File: config.mk
export PLATFORM = sky130hd
export DESIGN_NAME = input_port_ctrl_flat
export DESIGN_NICKNAME = d
export VERILOG_FILES = /design/src/rtl/input_port_ctrl_if.sv /design/src/rtl/input_port_ctrl.sv /design/src/flat_wrapper.sv
export SDC_FILE = /design/constraint.sdc
export NUM_CORES = 1
export LEC_CHECK = 0
export BUFFER_PORTS_ARGS = -buffer_cell sky130_fd_sc_hd__buf_2
export CORE_MARGIN = 1.5
export CORE_UTILIZATION = 55
export DETAILED_ROUTE_END_ITERATION = 12
export GPL_TIMING_DRIVEN = 0
export PLACE_DENSITY = 0.85
export SYNTH_ARGS = -nofsm -noshare
export SYNTH_HDL_FRONTEND = slang
export SYNTH_SLANG_ARGS = --single-unit
File: constraint.sdc
create_clock -name clk -period 4.3 [get_ports clk]
set_input_delay 0.215 -clock clk [delete_from_list [all_inputs] [get_ports clk]]
set_output_delay 0.215 -clock clk [all_outputs]
set_load 0.05 [all_outputs]
File: src/rtl/input_port_ctrl_if.sv
// Handshake bundle between an input port front end and its surroundings
// (link, routing lookup, switch allocator, crossbar).
interface input_port_ctrl_if #(
    parameter int unsigned DATA_SIZE = 32,
    parameter int unsigned ADDR_SIZE = 4
);
    logic [DATA_SIZE-1:0] in_data;
    logic                 in_valid;
    logic                 in_ready;
    logic [ADDR_SIZE-1:0] dest_sw;
    logic [3:0]           port_num;
    logic                 req;
    logic [3:0]           req_port;
    logic                 grant;
    logic [DATA_SIZE-1:0] out_data;
    logic                 out_valid;
    logic                 out_ready;
    logic                 err;

    // Environment side: link source, routing table, allocator, crossbar sink.
    modport master (
        output in_data, in_valid, port_num, grant, out_ready,
        input  in_ready, dest_sw, req, req_port, out_data, out_valid, err
    );

    // Input port controller side.
    modport slave (
        input  in_data, in_valid, port_num, grant, out_ready,
        output in_ready, dest_sw, req, req_port, out_data, out_valid, err
    );
endinterface

File: src/rtl/input_port_ctrl.sv
// Input port front end: flit FIFO, head-flit route lookup, allocator request, packet streaming.
// Optional macro ROUTE_CHECK_EN: drop packets whose looked-up port is >= PORTS_NUM.
module input_port_ctrl #(
    parameter int unsigned DATA_SIZE = 32,
    parameter int unsigned ADDR_SIZE = 4,
    parameter int unsigned PORTS_NUM = 5,
    parameter int unsigned BUF_DEPTH = 4
) (
    input logic              clk,
    input logic              rst_n,
    input_port_ctrl_if.slave bus
);
    localparam int unsigned AW = $clog2(BUF_DEPTH);

    if (BUF_DEPTH < 2 || (BUF_DEPTH & (BUF_DEPTH - 1)) != 0 ||
        PORTS_NUM < 1 || PORTS_NUM > 16 || ADDR_SIZE > DATA_SIZE - 2) begin : g_bad_cfg
        $error("input_port_ctrl: unsupported BUF_DEPTH, PORTS_NUM or ADDR_SIZE");
    end

    typedef enum logic [2:0] {
        ST_IDLE,
        ST_ROUTE,
        ST_REQ,
        ST_ACTIVE
`ifdef ROUTE_CHECK_EN
        , ST_DROP
`endif
    } state_t;

    state_t               r_state;
    logic [DATA_SIZE-1:0] r_mem [BUF_DEPTH];
    logic [AW:0]          r_wr_ptr;
    logic [AW:0]          r_rd_ptr;
    logic                 r_req;
    logic [3:0]           r_req_port;
    logic                 r_err;

    logic                 w_empty;
    logic                 w_full;
    logic                 w_push;
    logic                 w_pop;
    logic                 w_start;
    logic                 w_end;
    logic [DATA_SIZE-1:0] w_head;

    assign w_empty = (r_wr_ptr == r_rd_ptr);
    assign w_full  = (r_wr_ptr[AW] != r_rd_ptr[AW]) &&
                     (r_wr_ptr[AW-1:0] == r_rd_ptr[AW-1:0]);
    assign w_push  = bus.in_valid && !w_full;
    assign w_head  = r_mem[r_rd_ptr[AW-1:0]];
    // Type bit 0 marks HEAD/SINGLE (packet start), bit 1 marks TAIL/SINGLE (packet end).
    assign w_start = w_head[DATA_SIZE-2];
    assign w_end   = w_head[DATA_SIZE-1];

    always_comb begin
        w_pop = 1'b0;
        if (!w_empty) begin
            case (r_state)
                ST_IDLE:   w_pop = !w_start;
                ST_ACTIVE: w_pop = bus.out_ready;
`ifdef ROUTE_CHECK_EN
                ST_DROP:   w_pop = 1'b1;
`endif
                default:   w_pop = 1'b0;
            endcase
        end
    end

    // Storage is cleared on reset so dest_sw/out_data are never X.
    always_ff @(posedge clk or negedge rst_n) begin
        if (!rst_n) begin
            r_wr_ptr <= '0;
            r_rd_ptr <= '0;
            for (int unsigned i = 0; i < BUF_DEPTH; i++) begin
                r_mem[i] <= '0;
            end
        end else begin
            if (w_push) begin
                r_mem[r_wr_ptr[AW-1:0]] <= bus.in_data;
                r_wr_ptr                <= r_wr_ptr + (AW+1)'(1);
            end
            if (w_pop) begin
                r_rd_ptr <= r_rd_ptr + (AW+1)'(1);
            end
        end
    end

    always_ff @(posedge clk or negedge rst_n) begin
        if (!rst_n) begin
            r_state    <= ST_IDLE;
            r_req      <= 1'b0;
            r_req_port <= '0;
            r_err      <= 1'b0;
        end else begin
            r_err <= 1'b0;
            case (r_state)
                ST_IDLE: begin
                    if (!w_empty) begin
                        if (w_start) begin
                            r_state <= ST_ROUTE;
                        end else begin
                            r_err <= 1'b1;
                        end
                    end
                end
                ST_ROUTE: begin
`ifdef ROUTE_CHECK_EN
                    if (32'(bus.port_num) >= PORTS_NUM) begin
                        r_state <= ST_DROP;
                        r_err   <= 1'b1;
                    end else
`endif
                    begin
                        r_req_port <= bus.port_num;
                        r_req      <= 1'b1;
                        r_state    <= ST_REQ;
                    end
                end
                ST_REQ: begin
                    if (bus.grant) begin
                        r_state <= ST_ACTIVE;
                    end
                end
                ST_ACTIVE: begin
                    if (w_pop && w_end) begin
                        r_state <= ST_IDLE;
                        r_req   <= 1'b0;
                    end
                end
`ifdef ROUTE_CHECK_EN
                ST_DROP: begin
                    if (w_pop && w_end) begin
                        r_state <= ST_IDLE;
                    end
                end
`endif
                default: r_state <= ST_IDLE;
            endcase
        end
    end

    assign bus.in_ready  = !w_full;
    assign bus.dest_sw   = w_head[ADDR_SIZE-1:0];
    assign bus.req       = r_req;
    assign bus.req_port  = r_req_port;
    assign bus.out_data  = w_head;
    assign bus.out_valid = (r_state == ST_ACTIVE) && !w_empty;
    assign bus.err       = r_err;
endmodule

File: src/flat_wrapper.sv
// flat-port wrapper written by rule: the top's interface ports become plain ports
module input_port_ctrl_flat 
#(
    parameter int unsigned DATA_SIZE = 32,
    parameter int unsigned ADDR_SIZE = 4,
    parameter int unsigned PORTS_NUM = 5,
    parameter int unsigned BUF_DEPTH = 4
)
  (clk, rst_n, bus_in_data, bus_in_valid, bus_port_num, bus_grant, bus_out_ready, bus_in_ready, bus_dest_sw, bus_req, bus_req_port, bus_out_data, bus_out_valid, bus_err);
  input_port_ctrl_if #(.DATA_SIZE(DATA_SIZE), .ADDR_SIZE(ADDR_SIZE)) bus_i ();
  input logic clk;
  input logic rst_n;
  input wire logic [$bits(bus_i.in_data)-1:0] bus_in_data;
  input wire logic [$bits(bus_i.in_valid)-1:0] bus_in_valid;
  input wire logic [$bits(bus_i.port_num)-1:0] bus_port_num;
  input wire logic [$bits(bus_i.grant)-1:0] bus_grant;
  input wire logic [$bits(bus_i.out_ready)-1:0] bus_out_ready;
  output wire logic [$bits(bus_i.in_ready)-1:0] bus_in_ready;
  output wire logic [$bits(bus_i.dest_sw)-1:0] bus_dest_sw;
  output wire logic [$bits(bus_i.req)-1:0] bus_req;
  output wire logic [$bits(bus_i.req_port)-1:0] bus_req_port;
  output wire logic [$bits(bus_i.out_data)-1:0] bus_out_data;
  output wire logic [$bits(bus_i.out_valid)-1:0] bus_out_valid;
  output wire logic [$bits(bus_i.err)-1:0] bus_err;
  assign bus_i.in_data = bus_in_data;
  assign bus_i.in_valid = bus_in_valid;
  assign bus_i.port_num = bus_port_num;
  assign bus_i.grant = bus_grant;
  assign bus_i.out_ready = bus_out_ready;
  assign bus_in_ready = bus_i.in_ready;
  assign bus_dest_sw = bus_i.dest_sw;
  assign bus_req = bus_i.req;
  assign bus_req_port = bus_i.req_port;
  assign bus_out_data = bus_i.out_data;
  assign bus_out_valid = bus_i.out_valid;
  assign bus_err = bus_i.err;
  input_port_ctrl #(.DATA_SIZE(DATA_SIZE), .ADDR_SIZE(ADDR_SIZE), .PORTS_NUM(PORTS_NUM), .BUF_DEPTH(BUF_DEPTH)) u_core (.clk(clk), .rst_n(rst_n), .bus(bus_i));
endmodule
==> results.yml, run 1 <==
logic_synthesis:
  syn_inst: 384
  synth_top_area_cell: "dfrtp_1"
  yosysMostFrequentCell: "dfrtp_1"
  synth_edf_count: 0
  syn_nets: 434
  yosys_warnings: 0
  post_synth.cell_area_avg_um2: 16.92
  yosys-top-cells-count: "dfrtp_1, mux2_1, mux4_2"
  syn-cell-area_um2: 6497
  seq_area_frac_synth_pct: 54.69
  ys_types: 30
  synthArstFlopShare_pct: 100.0
  synth.top_cell.area_share_pct: 54.69
  yosys-top-cells-area: "dfrtp_1, mux2_1, mux4_2"
  synthFlopType: "dfrtp_1"
  ys_ff_latch: 142
clock_network:
  cts-resized-gates: 0
  numClockSinks: 142
  cts_tree: "yes"
  post-cts-setup-buffer-count: 0
  numCtsBuffers: 17
  cts_hold_buffers: 1
  cts_root_buf: "clkbuf_16"
  clockBufferDepth: 2
  clkTransAtPathRegs_ps: 60
  cts_htree_levels: 4
  clock_latency_ps: 420
die:
  die_w_um: 111.7
  rows: 39
  start_util_pct: 56.66
  die_h_um: 111.7
  die-area_um2: 12470
  ios: 85
  core_um2: 11470
sta:
  rsz0062_at_grt: "no"
  fin_ws_ps: 1694
  worst_pin_slew_ps: 808.8
  timing.slew.headroom_pct: 46.08
  fin_skew_ps: 5.721
  fmax_mhz: 383.7
  finalSetupViolations: 0
  fin_crit_sh_pct: 60.61
  fin_crit_ps: 2606
  drv_slew: 0
  tns_ps: 0
  hold_violations: 0
global_route:
  grt_pass1_vias: 4017
  grt_use_met3_pct: 5.879
  grt_remaining_overflow: 0
  grt_most_used_layer: "met2"
  grt.met2_usage_pct: 36.42
  grt.total_usage_pct: 22.66
  antenna_found_initial: 0
  grt_first_pass_wirelength_um: 21510
  gr-usage-met1_pct: 30.58
  grt_start_max_net_pins: 95
drt:
  wl_per_cell_um: 20.03
  ant_nets: 0
  drtIter0Drc: 169
  route.vias.total: 3624
  via_per_inst: 5.627
  wl_um: 12900
  firstDrtPassIters: 4
  post-route-drc-count: 0
worst_setup_path:
  startpoint_type: "flip-flop"
  endpoint_kind: "primary output"
  path_class: "reg -> out"
  critical_path.most_common_cell: "buf_4"
  critical_path.cell_chain: "buf_4, clkbuf_1, mux4_2, buf_4, buf_2"
  crit_path_max_incr_delay_ps: 610
  cp_max_fo: 10
  required_ps: 4090
  arrival_ps: 2390
  cpMaxStageDelayCell: "clkbuf_1"
place:
  place_congestion: 0.7461
  port_buffers: 84
  dp_slack_ps: 2205
  hpwl_um: 8658
cells_and_area:
  layout-drive-gt1-share_pct: 41.32
  finalNetCount: 539
  diodes: 0
  final.fill_count: 782
  areaGrowthSynthToFinish_pct: 18.56
min_path:
  min_path_type: "in -> reg"
run_status:
  outcome: "completed"
run:
  drv_cap: 0
[through the flow]
stage / hold WS, ps / instances / area [µm²] / util, %
3_3_place_gp: 448.0 / 611 / 7097 / 61.89
3_5_place_dp: 186.5 / 612 / 7131 / 62.18
5_1_grt: 27.50 / 644 / 7704 / 67.18
4_1_cts: 16.58 / 644 / 7704 / 67.18
6_report: 29.87 / 644 / 7704 / 67.18
2_1_floorplan: -80.59 / 384 / 6497 / -
[registers in the layout, summed over array words and instances (netlist names)]
register and flops:
u_core.r_mem 128, u_core.bus.req_port 4, u_core.r_rd_ptr 3, u_core.r_wr_ptr 3, u_core.r_state 2, u_core.bus.err 1
u_core.bus.req 1
[worst paths after layout]
path	start	endpoint	slack (ps)	depth (start not counted)
worst max-delay path	u_core.r_rd_ptr[1]	bus_out_data[0]	1690	5
worst min-delay path	bus_port_num[2]	u_core.bus.req_port[2]	30	2
worst max register to register	u_core.r_rd_ptr[1]	u_core.r_mem[26]	2320	8
worst min register to register	u_core.r_mem[55]	u_core.r_mem[55]	480	1
max in group asynchronous	rst_n	u_core.r_mem[0]	3160	3
min in group asynchronous	rst_n	u_core.r_mem[16]	330	2
[cell type report]
type | instances | area (µm²) | share of cell area [%]
Buffer | 25 | 221.5 | 2.875
Clock buffer | 25 | 505.5 | 6.562
Clock inverter | 6 | 57.56 | 0.7471
Inverter | 7 | 26.28 | 0.3411
Multi-Input combinational cell | 210 | 2696 | 35.00
Sequential cell | 142 | 3553 | 46.13
Tap cell | 143 | 178.9 | 2.323
Timing Repair Buffer | 86 | 464.2 | 6.026
[placed cells by master (no fill, tap or decap), drive strengths merged, types with 4 or more instances in the layout]
master / count
mux4: 31
xnor2: 5
clkinv: 4
mux2: 133
nor2: 4
mux2i: 4
buf: 107
inv: 7
clkbuf: 28
nand2: 6
dfrtp: 142
ha: 9
[layer usage]
layer	routed length (µm)	part of all wire, %
met1	5825	45
met2	6451	50
met3	478	3.7
met4	146	1.1
met5	0	0
[worst max-delay path, delay by kind of cell, from the launching register on]
kind / cells / cell delay, ps
buffers and inverters: 4 / 1150
muxes: 1 / 470
DFF: 1 / 350
[logic make-up after synthesis]
logic type / count (synthesis) / synth area share (%)
xor+xnor: 7 / 0.9436
mux: 168 / 35.57
flops: 142 / 54.69
compound gates: 8 / 1.386
buf+inv: 32 / 3.813
fa+ha+maj: 9 / 1.733
simple gates: 18 / 1.868
Power of run 1 is not shown: default switching activity piles up to over one toggle a cycle in this logic, so the estimate is an artifact.
==> inputs of run 2 (changes only) <==
Settings changed: CORE_UTILIZATION 55 to 52, PLACE_DENSITY 0.85 to 0.84.
Clock period 4.3 ns to 2.1 ns, I/O delays scaled along.
==> results.yml, run 2 (synthesis gave the netlist of run 1 again) <==
sta:
  worst_pin_slew_ps: 744.4
  fin_skew_ps: 13.29
  fin_ws_ps: 41.62
  rsz0062_at_grt: "yes"
  finalSetupViolations: 0
  fmax_mhz: 485.8
  fin_crit_ps: 2058
  fin_crit_sh_pct: 98.02
  drv_slew: 0
  timing.slew.headroom_pct: 50.38
  hold_violations: 0
min_path:
  min_path_type: "in -> reg"
  worstHoldStart: "bus_in_valid"
  worstHoldPathCells: 4
  hold_end: "u_core.r_wr_ptr[0]"
place:
  port_buffers: 84
  dp_slack_ps: 3.768
  place_congestion: 0.7639
  hpwl_um: 8546
worst_setup_path:
  r2r-end: "u_core.r_mem[24]"
  endpoint_kind: "primary output"
  path_class: "reg -> out"
  reg2reg_from: "u_core.r_rd_ptr[0]"
  rr_worst_depth: 8
  required_ps: 2000
  arrival_ps: 1950
  r2r_slack_ps: 90
  cp_max_fo: 8
  startpoint_type: "flip-flop"
cells_and_area:
  final.fill_count: 826
  layout_common_cells: "dfrtp_1, mux2_1, buf_2"
  top_register: "u_core.r_mem"
  finalNetCount: 584
  layout_commonest_cell: "dfrtp_1"
  areaGrowthSynthToFinish_pct: 27.36
  seqCellArea_um2: 3553
  diodes: 0
  largest_reg_flops: 128
  multiInputGateArea_um2: 2746
  layout-drive-gt1-share_pct: 41.28
drt:
  ant_nets: 0
  wl_um: 13580
  route.vias.total: 3829
  drtIter0Drc: 173
  firstDrtPassIters: 4
  wl_per_cell_um: 19.04
  via_per_inst: 5.370
  post-route-drc-count: 0
global_route:
  grt.total_usage_pct: 22.50
  grt_first_pass_wirelength_um: 21890
  grt_start_max_net_pins: 81
  antenna_found_initial: 0
  grt_pass1_vias: 4197
  grt_remaining_overflow: 0
die:
  die_w_um: 114.8
  core_um2: 12110
  start_util_pct: 53.65
  rows: 40
  die_h_um: 114.8
  ios: 85
  die-area_um2: 13170
clock_network:
  cts_htree_levels: 4
  cts_tree: "yes"
  cts_root_buf: "clkbuf_16"
  clock_latency_ps: 420
  clkTransAtPathRegs_ps: 60
  clockBufferDepth: 2
  numClockSinks: 142
  numCtsBuffers: 17
run:
  drv_cap: 0
run_status:
  outcome: "completed"
==> run 2: stage by stage <==
| stage | std cells | instance area, µm² | setup TNS (ps) | hold WS [ps] | utilization [%] |
|---|---|---|---|---|---|
| floorplan | 384 | 6514 | 0 | -190.6 | - |
| global placement | 636 | 7144 | -120630 | 338.5 | 58.99 |
| detailed placement | 637 | 7178 | 0 | 202.4 | 59.27 |
| CTS | 711 | 8214 | -746.1 | 190.6 | 67.82 |
| global route | 713 | 8275 | -13.41 | 228.7 | 68.33 |
| finish | 713 | 8275 | 0 | 213.8 | 68.33 |
==> run 2: worst max-delay path by stage <==
stage | start | to | cells after the start
2_1_floorplan | u_core.r_rd_ptr[0] | u_core.r_state[0] | 6
3_3_place_gp | rst_n | u_core.r_mem[56] | 1
3_5_place_dp | u_core.r_rd_ptr[0] | u_core.r_mem[54] | 8
4_1_cts | u_core.r_rd_ptr[0] | bus_out_data[23] | 4
5_1_grt | u_core.r_rd_ptr[0] | bus_out_data[26] | 4
6_report | u_core.r_rd_ptr[0] | bus_out_data[0] | 5
==> run 2: final cells by class <==
cell class / count / area share (%)
repair buffers: 131 / 10.92
inverters: 7 / 0.3175
multi-input cells: 210 / 33.19
flip-flops and latches: 142 / 42.94
well taps: 168 / 2.540
clock buffers: 23 / 5.655
plain buffers: 25 / 3.084
clock inverters: 7 / 1.361
==> run 2: metal layers <==
metal / global-route usage (%) / wire length (µm) / part of all wire (%) / up-vias
li1: - / - / - / 1704
met1: 29.58 / 5980 / 44 / 2010
met2: 36.53 / 6796 / 50 / 96
met3: 6.589 / 600 / 4.4 / 19
met4: 7.243 / 200 / 1.5 / 0
met5: 0 / 0 / 0 / -
==> run 2: repair_timing <==
| action | 4_1_cts | 5_1_grt |
|---|---|---|
| setup buffers | 7 | 2 |
| hold buffers | 37 | 0 |
| setup endpoints to repair | 119 | 137 |
| hold endpoints to repair | 211 | 0 |
| pin swaps | 0 | 2 |
| resized for setup | 12 | 16 |
==> run 2: critical path: stages, from the launching register on <==
cell and delay, ps:
dfrtp_1 360, buf_6 160, buf_12 140, mux4_2 540, buf_4 150, buf_4 180
Power of run 2 is left out for the same reason.
==> inputs of run 3 (changes only) <==
Settings changed: REMOVE_ABC_BUFFERS set to 1.
==> results.yml, run 3 (synthesis gave the netlist of run 1 again) <==
die:
  rows: 40
  core_um2: 12110
  die_h_um: 114.8
  die-area_um2: 13170
  die_w_um: 114.8
  ios: 85
  start_util_pct: 53.65
drt:
  drtIter0Drc: 166
  firstDrtPassIters: 4
  route.vias.total: 3892
  post-route-drc-count: 0
  wl_um: 14690
  via_per_inst: 5.466
  wl_per_cell_um: 20.63
  ant_nets: 0
sta:
  fmax_mhz: 492.9
  worst_pin_slew_ps: 816.9
  fin_skew_ps: 12.55
  drv_slew: 0
  rsz0062_at_grt: "no"
  fin_ws_ps: 71.06
  finalSetupViolations: 0
  timing.slew.headroom_pct: 45.54
  fin_crit_sh_pct: 96.62
  hold_violations: 0
  fin_crit_ps: 2029
place:
  place_congestion: 0.7430
  place_area_um2: 6990
  dp_slack_ps: -818.0
  port_buffers: 84
  hpwl_um: 7384
  dp_cells: 614
global_route:
  grt_pass1_vias: 4181
  antenna_found_initial: 0
  grt.total_usage_pct: 22.89
  grt_remaining_overflow: 0
  grt_first_pass_wirelength_um: 22110
  grt_start_max_net_pins: 77
clock_network:
  cts_tree: "yes"
  cts_root_buf: "clkbuf_16"
  clock_latency_ps: 430
  numClockSinks: 142
  clockBufferDepth: 2
  cts_htree_levels: 4
  numCtsBuffers: 17
  clkTransAtPathRegs_ps: 60
worst_setup_path:
  path_class: "reg -> reg"
  required_ps: 2400
  endpoint_kind: "flip-flop"
  cp_max_fo: 21
  arrival_ps: 2330
  startpoint_type: "flip-flop"
cells_and_area:
  multiInputGateArea_um2: 2965
  final-instance-count-excl-fill: 712
  final.fill_count: 819
  final_area_um2: 8464
  seqCellArea_um2: 3561
  areaGrowthSynthToFinish_pct: 30.27
  diodes: 0
  layout_common_cells: "dfrtp_1, mux2_1, buf_2"
  finalNetCount: 581
  layout_commonest_cell: "dfrtp_1"
  layout-drive-gt1-share_pct: 41.91
  largest_reg_flops: 128
  top_register: "u_core.r_mem"
min_path:
  min_path_type: "in -> async"
run_status:
  outcome: "completed"
run:
  drv_cap: 0
==> run 3: changes by cell type in the layout (fill, tap and decap cells not counted), moves of 3 or more <==
cell	previous run	this run
buf_6	18	1
nand2_8	0	13
buf_12	1	4
clkbuf_1	4	1
clkinvlp_4	1	4
nand2_4	4	1
==> run 3: worst max-delay path, cell delays in order (launching register included) <==
cell and delay [ps]:
dfrtp_4 500, buf_16 190, xnor2_2 190, nand3_2 140
and2_4 210, buf_12 170, nand2_4 170, mux2_1 340
==> run 3: path summary, 6_finish.rpt <==
path                       cells past startpoint                 end  slack [ps]               start
max in group asynchronous                      3  u_core.r_rd_ptr[1]        1020               rst_n
min                                            2   u_core.r_mem[111]         270               rst_n
min in group clk                               4   u_core.r_state[1]         270           bus_grant
min reg2reg                                    1    u_core.r_mem[81]         490    u_core.r_mem[81]
max reg2reg                                    7   u_core.r_mem[114]          70  u_core.r_rd_ptr[1]
max                                            7   u_core.r_mem[114]          70  u_core.r_rd_ptr[1]
==> run 3: area by class of cell <==
type                    count  area share [%]
repair buffers            143           12.79
flip-flops and latches    142           42.07
clock inverters            10           1.596
well taps                 168           2.483
multi-input cells         220           35.03
inverters                   7          0.3104
clock buffers              22           5.721
==> run 3: routing by layer <==
metal	share of wire (%)	vias to the layer above	GRT usage (%)	wire length (µm)
met4	1.1	0	10.37	165
met3	4.4	12	6.062	645
met5	0	-	0	0
met1	45	2061	29.80	6586
li1	-	1717	-	-
met2	50	102	36.45	7288
==> run 3: repair_timing <==
item,in CTS,in global routing
pin swaps,5,2
gates resized for setup,13,20
hold endpoints to repair,207,0
gates cloned,4,7
setup endpoints to repair,174,136
buffers inserted,9,9
hold buffers,37,0
==> run 3: metrics by stage <==
| step | hold slack, ps | setup TNS (ps) | util [%] |
|---|---|---|---|
| 6_report | 273.1 | 0 | 69.89 |
| 5_1_grt | 290.4 | 0 | 69.89 |
| 4_1_cts | 265.9 | 0 | 67.70 |
| 3_5_place_dp | 180.6 | -97450 | 57.72 |
| 3_3_place_gp | 338.4 | -410040 | 57.02 |
| 2_1_floorplan | -190.6 | -201030 | - |
Power of run 3 is left out for the same reason.
